[src/rtl/mem_port_arbiter.sv]
// Arbitrates fetch and data requesters onto one memory port; data wins ties.
// Define MEM_ARB_TIMEOUT_EN to abort transactions that see no bus_ack within TIMEOUT cycles.
module mem_port_arbiter #(
  parameter int unsigned TIMEOUT = 64
) (
  input  logic        clk,
  input  logic        reset_x,
  input  logic        Fi_req,
  input  logic [31:0] Fi_addr,
  input  logic        Fi_flush,
  input  logic        Mi_memReq,
  input  logic        Mi_memWrite,
  input  logic [1:0]  Mi_memSize,
  input  logic [31:0] Mi_addr,
  input  logic [31:0] Mi_wdata,
  input  logic        bus_ack,
  input  logic [31:0] bus_rdata,
  output logic        bus_req,
  output logic        bus_write,
  output logic [1:0]  bus_size,
  output logic [31:0] bus_addr,
  output logic [31:0] bus_wdata,
  output logic [31:0] Fo_inst,
  output logic        Fo_valid,
  output logic        Fo_stall,
  output logic [31:0] Mo_rdata,
  output logic        Mo_valid,
  output logic        Mo_stall,
  output logic        o_busErr
);
  typedef enum logic [1:0] {IDLE, FETCH, DATA, DONE} state_e;

  state_e      state_q;
  logic        own_data_q, discard_q;
  logic        bus_req_q, bus_write_q;
  logic [1:0]  bus_size_q;
  logic [31:0] bus_addr_q, bus_wdata_q;
  logic [31:0] fo_inst_q, mo_rdata_q;
  logic        fo_valid_q, mo_valid_q;
  logic        busy, to_hit;
  logic        cmd_write_d;
  logic [1:0]  cmd_size_d;
  logic [31:0] cmd_addr_d, cmd_wdata_d;

  assign busy = (state_q == FETCH) || (state_q == DATA);

  // Command captured at grant; fetch is always a word read.
  always_comb begin
    cmd_write_d = 1'b0;
    cmd_size_d  = 2'b10;
    cmd_addr_d  = Fi_addr;
    cmd_wdata_d = 32'h0;
    if (Mi_memReq) begin
      cmd_write_d = Mi_memWrite;
      cmd_size_d  = Mi_memSize;
      cmd_addr_d  = Mi_addr;
      cmd_wdata_d = Mi_wdata;
    end
  end

`ifdef MEM_ARB_TIMEOUT_EN
  localparam logic [15:0] TO_LAST = 16'(TIMEOUT - 1);
  logic [15:0] to_cnt_q;
  logic        bus_err_q;

  assign to_hit = busy && !bus_ack && (to_cnt_q == TO_LAST);

  always_ff @(posedge clk or posedge reset_x) begin
    if (reset_x) begin
      to_cnt_q  <= 16'h0;
      bus_err_q <= 1'b0;
    end else begin
      bus_err_q <= to_hit;
      if (!busy)              to_cnt_q <= 16'h0;
      else if (!bus_ack)      to_cnt_q <= to_cnt_q + 16'h1;
    end
  end

  assign o_busErr = bus_err_q;
`else
  logic unused_timeout;
  assign unused_timeout = ^TIMEOUT;
  assign to_hit   = 1'b0;
  assign o_busErr = 1'b0;
`endif

  always_ff @(posedge clk or posedge reset_x) begin
    if (reset_x) begin
      state_q     <= IDLE;
      own_data_q  <= 1'b0;
      discard_q   <= 1'b0;
      bus_req_q   <= 1'b0;
      bus_write_q <= 1'b0;
      bus_size_q  <= 2'b00;
      bus_addr_q  <= 32'h0;
      bus_wdata_q <= 32'h0;
      fo_inst_q   <= 32'h0;
      mo_rdata_q  <= 32'h0;
      fo_valid_q  <= 1'b0;
      mo_valid_q  <= 1'b0;
    end else begin
      fo_valid_q <= 1'b0;
      mo_valid_q <= 1'b0;
      case (state_q)
        IDLE: begin
          discard_q <= 1'b0;
          if (Mi_memReq || Fi_req) begin
            state_q     <= Mi_memReq ? DATA : FETCH;
            own_data_q  <= Mi_memReq;
            bus_req_q   <= 1'b1;
            bus_write_q <= cmd_write_d;
            bus_size_q  <= cmd_size_d;
            bus_addr_q  <= cmd_addr_d;
            bus_wdata_q <= cmd_wdata_d;
          end
        end
        FETCH, DATA: begin
          if (bus_ack) begin
            bus_req_q <= 1'b0;
            state_q   <= DONE;
            if (own_data_q) begin
              mo_rdata_q <= bus_rdata;
              mo_valid_q <= 1'b1;
            end else begin
              fo_inst_q  <= bus_rdata;
              fo_valid_q <= !(discard_q || Fi_flush);
            end
          end else if (to_hit) begin
            bus_req_q <= 1'b0;
            state_q   <= IDLE;
            discard_q <= 1'b0;
          end else if (!own_data_q && Fi_flush) begin
            discard_q <= 1'b1;
          end
        end
        default: begin
          state_q   <= IDLE;
          discard_q <= 1'b0;
        end
      endcase
    end
  end

  assign bus_req   = bus_req_q;
  assign bus_write = bus_write_q;
  assign bus_size  = bus_size_q;
  assign bus_addr  = bus_addr_q;
  assign bus_wdata = bus_wdata_q;
  assign Fo_inst   = fo_inst_q;
  assign Mo_rdata  = mo_rdata_q;
  // A flush landing in the DONE cycle still kills the fetch result.
  assign Fo_valid  = fo_valid_q && !Fi_flush;
  assign Mo_valid  = mo_valid_q;
  assign Fo_stall  = Fi_req && !Fo_valid;
  assign Mo_stall  = Mi_memReq && !Mo_valid;
endmodule

[config.mk]
export PLATFORM = sky130hd
export DESIGN_NAME = mem_port_arbiter
export DESIGN_NICKNAME = d
export VERILOG_FILES = /design/src/rtl/mem_port_arbiter.sv
export SDC_FILE = /design/constraint.sdc
export NUM_CORES = 1
export LEC_CHECK = 0
export CELL_PAD_IN_SITES_DETAIL_PLACEMENT = 0
export CELL_PAD_IN_SITES_GLOBAL_PLACEMENT = 1
export CORE_ASPECT_RATIO = 0.9
export CORE_MARGIN = 1
export CORE_UTILIZATION = 25
export DETAILED_ROUTE_END_ITERATION = 10
export HOLD_SLACK_MARGIN = 0.05
export PLACE_DENSITY_LB_ADDON = 0.15
export REMOVE_ABC_BUFFERS = 1
export SYNTH_ARGS = -nofsm -noshare
export SYNTH_HDL_FRONTEND = slang
export SYNTH_SLANG_ARGS = --single-unit
[constraint.sdc]
create_clock -name clk -period 5.14 [get_ports clk]
set_clock_uncertainty 0.15 [all_clocks]
set_input_delay 1.542 -clock clk [delete_from_list [all_inputs] [get_ports clk]]
set_output_delay 1.542 -clock clk [all_outputs]
set_load 0.02 [all_outputs]
# After elaboration in Yosys (flattened, before gate mapping)
# Cells that the tools add are included.
[totals]
register_bits = 138
output_inout_bits = 137
wordCells = 59
in_bits = 137
[classes]
bitwise = 1
eq_ne = 6
mux = 20
reduce_logical = 20
[op_table]
columns = ["operator", "count"]
rows = [
  ["32-bit 2-to-1 mux", 2],
  ["1-bit 2-to-1 mux", 12],
  ["3-bit AND reduction", 3],
  ["2-bit 2-to-1 mux", 4],
  ["2-bit inequality test (second input constant)", 4],
  ["2-bit AND reduction", 3],
  ["1-bit logical NOT", 5],
  ["1-bit logical AND", 4],
  ["2-bit case mux with 2 select lines", 1],
  ["2-bit by 1-bit == test with 1-bit output (second input constant)", 1],
  ["2-bit == test (second input constant)", 1],
  ["2-bit logical NOT", 1],
  ["1-bit logical OR", 2],
  ["1-bit case mux with 2 select lines", 1],
  ["2-bit nonzero test", 1],
  ["2-bit OR reduction", 1],
  ["1-bit NOT", 1],
]

# Logic depth before layout (Yosys ltp)
[logic_depth]
ltp_word = 5
mapped_depth = 8
ltp_nobuf = 5

# Worst setup path before layout
# No wires, ideal clock.
[synth_path]
path_type = "in2out"
start = "input Mi_memReq"
end = "output Mo_stall"
n_path_buf = 2
path_slack_ps = 1249
cell_stages = 3
required_ps = 3448
arrival_time_ps = 2199
cell_sequence = "buf_6 buf_2 nor2b_1"
[synth_between]
elab_chain_len = 1
[synth_lines]
columns = ["item", "line", "source"]
rows = [
  ["from (decl)", "11", "input logic Mi_memReq,"],
  ["1-bit logical AND", "155", "assign Mo_stall = Mi_memReq && !Mo_valid;"],
  ["to (decl)", "28", "output logic Mo_stall,"],
]
# Every way passes these cells.

# Worst setup path in the final report
[layout_path]
start = "input Fi_req"
end = "output Fo_stall"
[layout_between]
elab_chain_len = 1
[layout_lines]
columns = ["item", "line", "source"]
rows = [
  ["from (decl)", "8", "input logic Fi_req,"],
  ["1-bit logical AND", "154", "assign Fo_stall = Fi_req && !Fo_valid;"],
  ["to (decl)", "25", "output logic Fo_stall,"],
]
# Every way passes these cells.

==> results.cfg <==
[run_status]
status = finished, final reports clean

[place]
hpwl_um = 11500
port_buffers = 272
routabilityCongestion = 0.732

[drt]
wl_per_cell_um = 15.6
vias = 4331
drtIter0Drc = 169
vias_per_cell = 4.17
dr.pass1.iters = 4
ant_nets = 0
drc = 0
routed_wl_um = 16200

[final_layout]
nNetsFinal = 875
syn2layout_area_growth_pct = 65.1
finish.utilization = 0.423
drive_gt1_frac = 0.141
antenna_cells = 0

[floorplan]
die_w_um = 159
pin_count = 274
dieHeight_um = 144
rows = 51
coreArea_um2 = 21800
initial_core_util = 0.256
die_area_um2 = 22900

[timing]
hold_viol_final = 0
final_max_slew_viol_count = 0
setup_tns_ns = 0
tightest_slew_ns = 0.660
period_minus_slack_ns = 4.55
maxSlewHeadroom = 0.560
setup_viol = 0
fin_crit_sh = 0.885
rsz0062_at_grt = false
fmax_ghz = 0.220

[critical_path]
cp_common_cell = clkdlybuf4s50_1
crit_fanout = 3
crit_arrival_ns = 2.85
max_stage_delay_ns = 0.60
path_cells = clkdlybuf4s50_1 > nor2b_1 > clkdlybuf4s50_1
timing_worst_setup_path_type = input pin to primary output
critical-path-slowest-cell = clkdlybuf4s50_1
required_ns = 3.45
end_kind = primary output
cp-start-kind = input pin

[power_and_ir_drop]
power.leakage_nw = 4.07
power_frac_clock = 0.210
p_comb_frac = 0.477
sw_frac_of_total = 0.363
power.internal_mw = 3.82
power_density_nw_per_um2 = 650
p_sw_mw = 2.18
peakVddDrop_v = 0.000323
p_seq_frac = 0.314

[cts]
cts_htree_levels = 4
clk_path_buf_depth = 2
cts.sinks = 138
root_buffer = clkbuf_16
post_cts_buffers = 0
cts_tree = built
clkLatencyLatePin_ns = 0.41
numCtsBuffers = 17
ctsHoldBuffers = 0
clk_pin_slew_worst_paths_ns = 0.06
cts_resized = 0

[synth]
ys_seq_elements = 138
yosys.cell_types.count = 24
syn_avg_cell_area_um2 = 11.9
ys_warn_count = 0
synth.cell_area_um2 = 5580
syn_inst = 467
ys_seq_area_frac = 0.619

[global_routing]
antenna_found_initial = 0
grt_pass1_wl_um = 25300
grt_max_degree = 102
grt_use_total = 0.144
gr-total-overflow = 0
grt_pass1_vias = 4516

[hold_path]
hold_path.class = register to register

[run]
drv_cap = 0
-- kinds of logic (layout without fill, tap and decap cells) --
kind of cell	after synthesis	in the layout	synth area share
AO/OA/AOI/OAI	41	41	0.0381
adder cells (fa/ha/maj)	3	3	0.00673
buffers and inverters	36	316	0.0314
flip-flops	138	138	0.619
multiplexers	98	98	0.192
other	1	1	0.000672
AND/OR/NAND/NOR	150	150	0.112
-- power by group through the flow --
stage	Combinational (mW)	Clock (mW)	Sequential, mW
final	2.86	1.26	1.88
after global routing	3.06	1.35	1.95
after CTS	2.91	1.30	1.89
after detailed placement	2.91	0	1.90
after global placement	2.89	0	1.87
after floorplan	0.871	0	2.49
-- cells in the mapped netlist --
library cell	n	area (um^2)
nand2_1	104	390
buf_2	18	90.1
a21oi_1	4	20.0
mux2_2	64	721
inv_1	6	22.5
nor2b_1	4	25.0
mux2i_1	32	320
mux2_4	2	30.0
o21ai_0	35	175
o2bb2ai_1	1	8.76
buf_6	1	11.3
nand3_1	35	175
nor2_1	3	11.3
dfrtp_1	138	3450
buf_4	2	15.0
conb_1	1	3.75
o22a_1	1	8.76
nand2b_1	1	6.26
nand3b_1	1	7.51
ha_1	3	37.5
clkbuf_1	7	26.3
nor3_1	1	5.00
clkbuf_2	2	10.0
or2_1	1	6.26
-- routing by layer --
metal	vias to the layer above	GRT usage	wire length (um)	part of all wire
li1	2119	-	-	-
met1	2074	0.165	6440	0.40
met2	124	0.252	8610	0.53
met3	14	0.0427	889	0.055
met4	0	0.0552	230	0.014
met5	-	0	0	0
-- worst max-delay path, delay by kind of cell --
family        cells  cell delay, ns
simple gates      1            0.15
buf+inv           2            1.16
-- layout by cell type (no fill, tap or decap), types with 2 or more instances in the layout --
| cell type | n |
|---|---|
| inv_1 | 5 |
| buf_12 | 2 |
| clkbuf_1 | 3 |
| inv_6 | 2 |
| clkbuf_16 | 17 |
| nand3_1 | 34 |
| clkbuf_8 | 2 |
| clkdlybuf4s50_1 | 271 |
| a21oi_1 | 4 |
| o21ai_0 | 34 |
| nand2_1 | 104 |
| mux2_4 | 2 |
| ha_1 | 3 |
| mux2_2 | 64 |
| mux2i_1 | 32 |
| dfrtp_1 | 138 |
| clkinv_4 | 3 |
| nor2_1 | 3 |
| nor2b_1 | 4 |
| clkinvlp_4 | 2 |
| buf_4 | 6 |
| bufinv_16 | 3 |
-- flip-flops by register name, summed over array words and instances (netlist names) --
| register | flops |
|---|---|
| bus_addr | 32 |
| own_data_q | 1 |
| bus_wdata | 32 |
| state_q | 2 |
| discard_q | 1 |
| bus_req | 1 |
| Fo_inst | 32 |
| Mo_rdata | 32 |
| bus_size | 2 |
| fo_valid_q | 1 |
| Mo_valid | 1 |
| bus_write | 1 |
-- layout make-up --
type                            count  area [um^2]
Tap cell                          291          364
Multi-Input combinational cell    293         1970
Clock inverter                      9          140
Fill cell                        2048        12500
Clock buffer                       22          464
Timing Repair Buffer              279         2800
Sequential cell                   138         3450
Inverter                            6         27.5
-- path summary, 6_finish.rpt --
path | depth (start not counted) | from | slack [ns] | endpoint
worst max register to register | 5 | state_q[0] | 3.10 | Fo_inst[14]
worst max-delay path | 3 | Fi_req | 0.59 | Fo_stall
min in group asynchronous | 2 | reset_x | 1.45 | Mo_rdata[18]
worst min-delay path | 1 | discard_q | 0.29 | fo_valid_q
worst min register to register | 1 | discard_q | 0.29 | fo_valid_q
max in group asynchronous | 3 | reset_x | 2.54 | bus_wdata[26]
-- stage by stage --
step	worst slack [ns]	instances	cell area (um^2)	hold WS (ns)	power, mW
after floorplan	-2.03	437	5430	0.259	3.36
after global placement	0.600	1007	8610	0.271	4.76
after detailed placement	0.596	1007	8610	0.280	4.81
after CTS	0.588	1038	9220	0.291	6.11
after global routing	0.531	1038	9220	0.308	6.36
final	0.593	1038	9220	0.286	5.99
(Power assumes the default switching activity.)
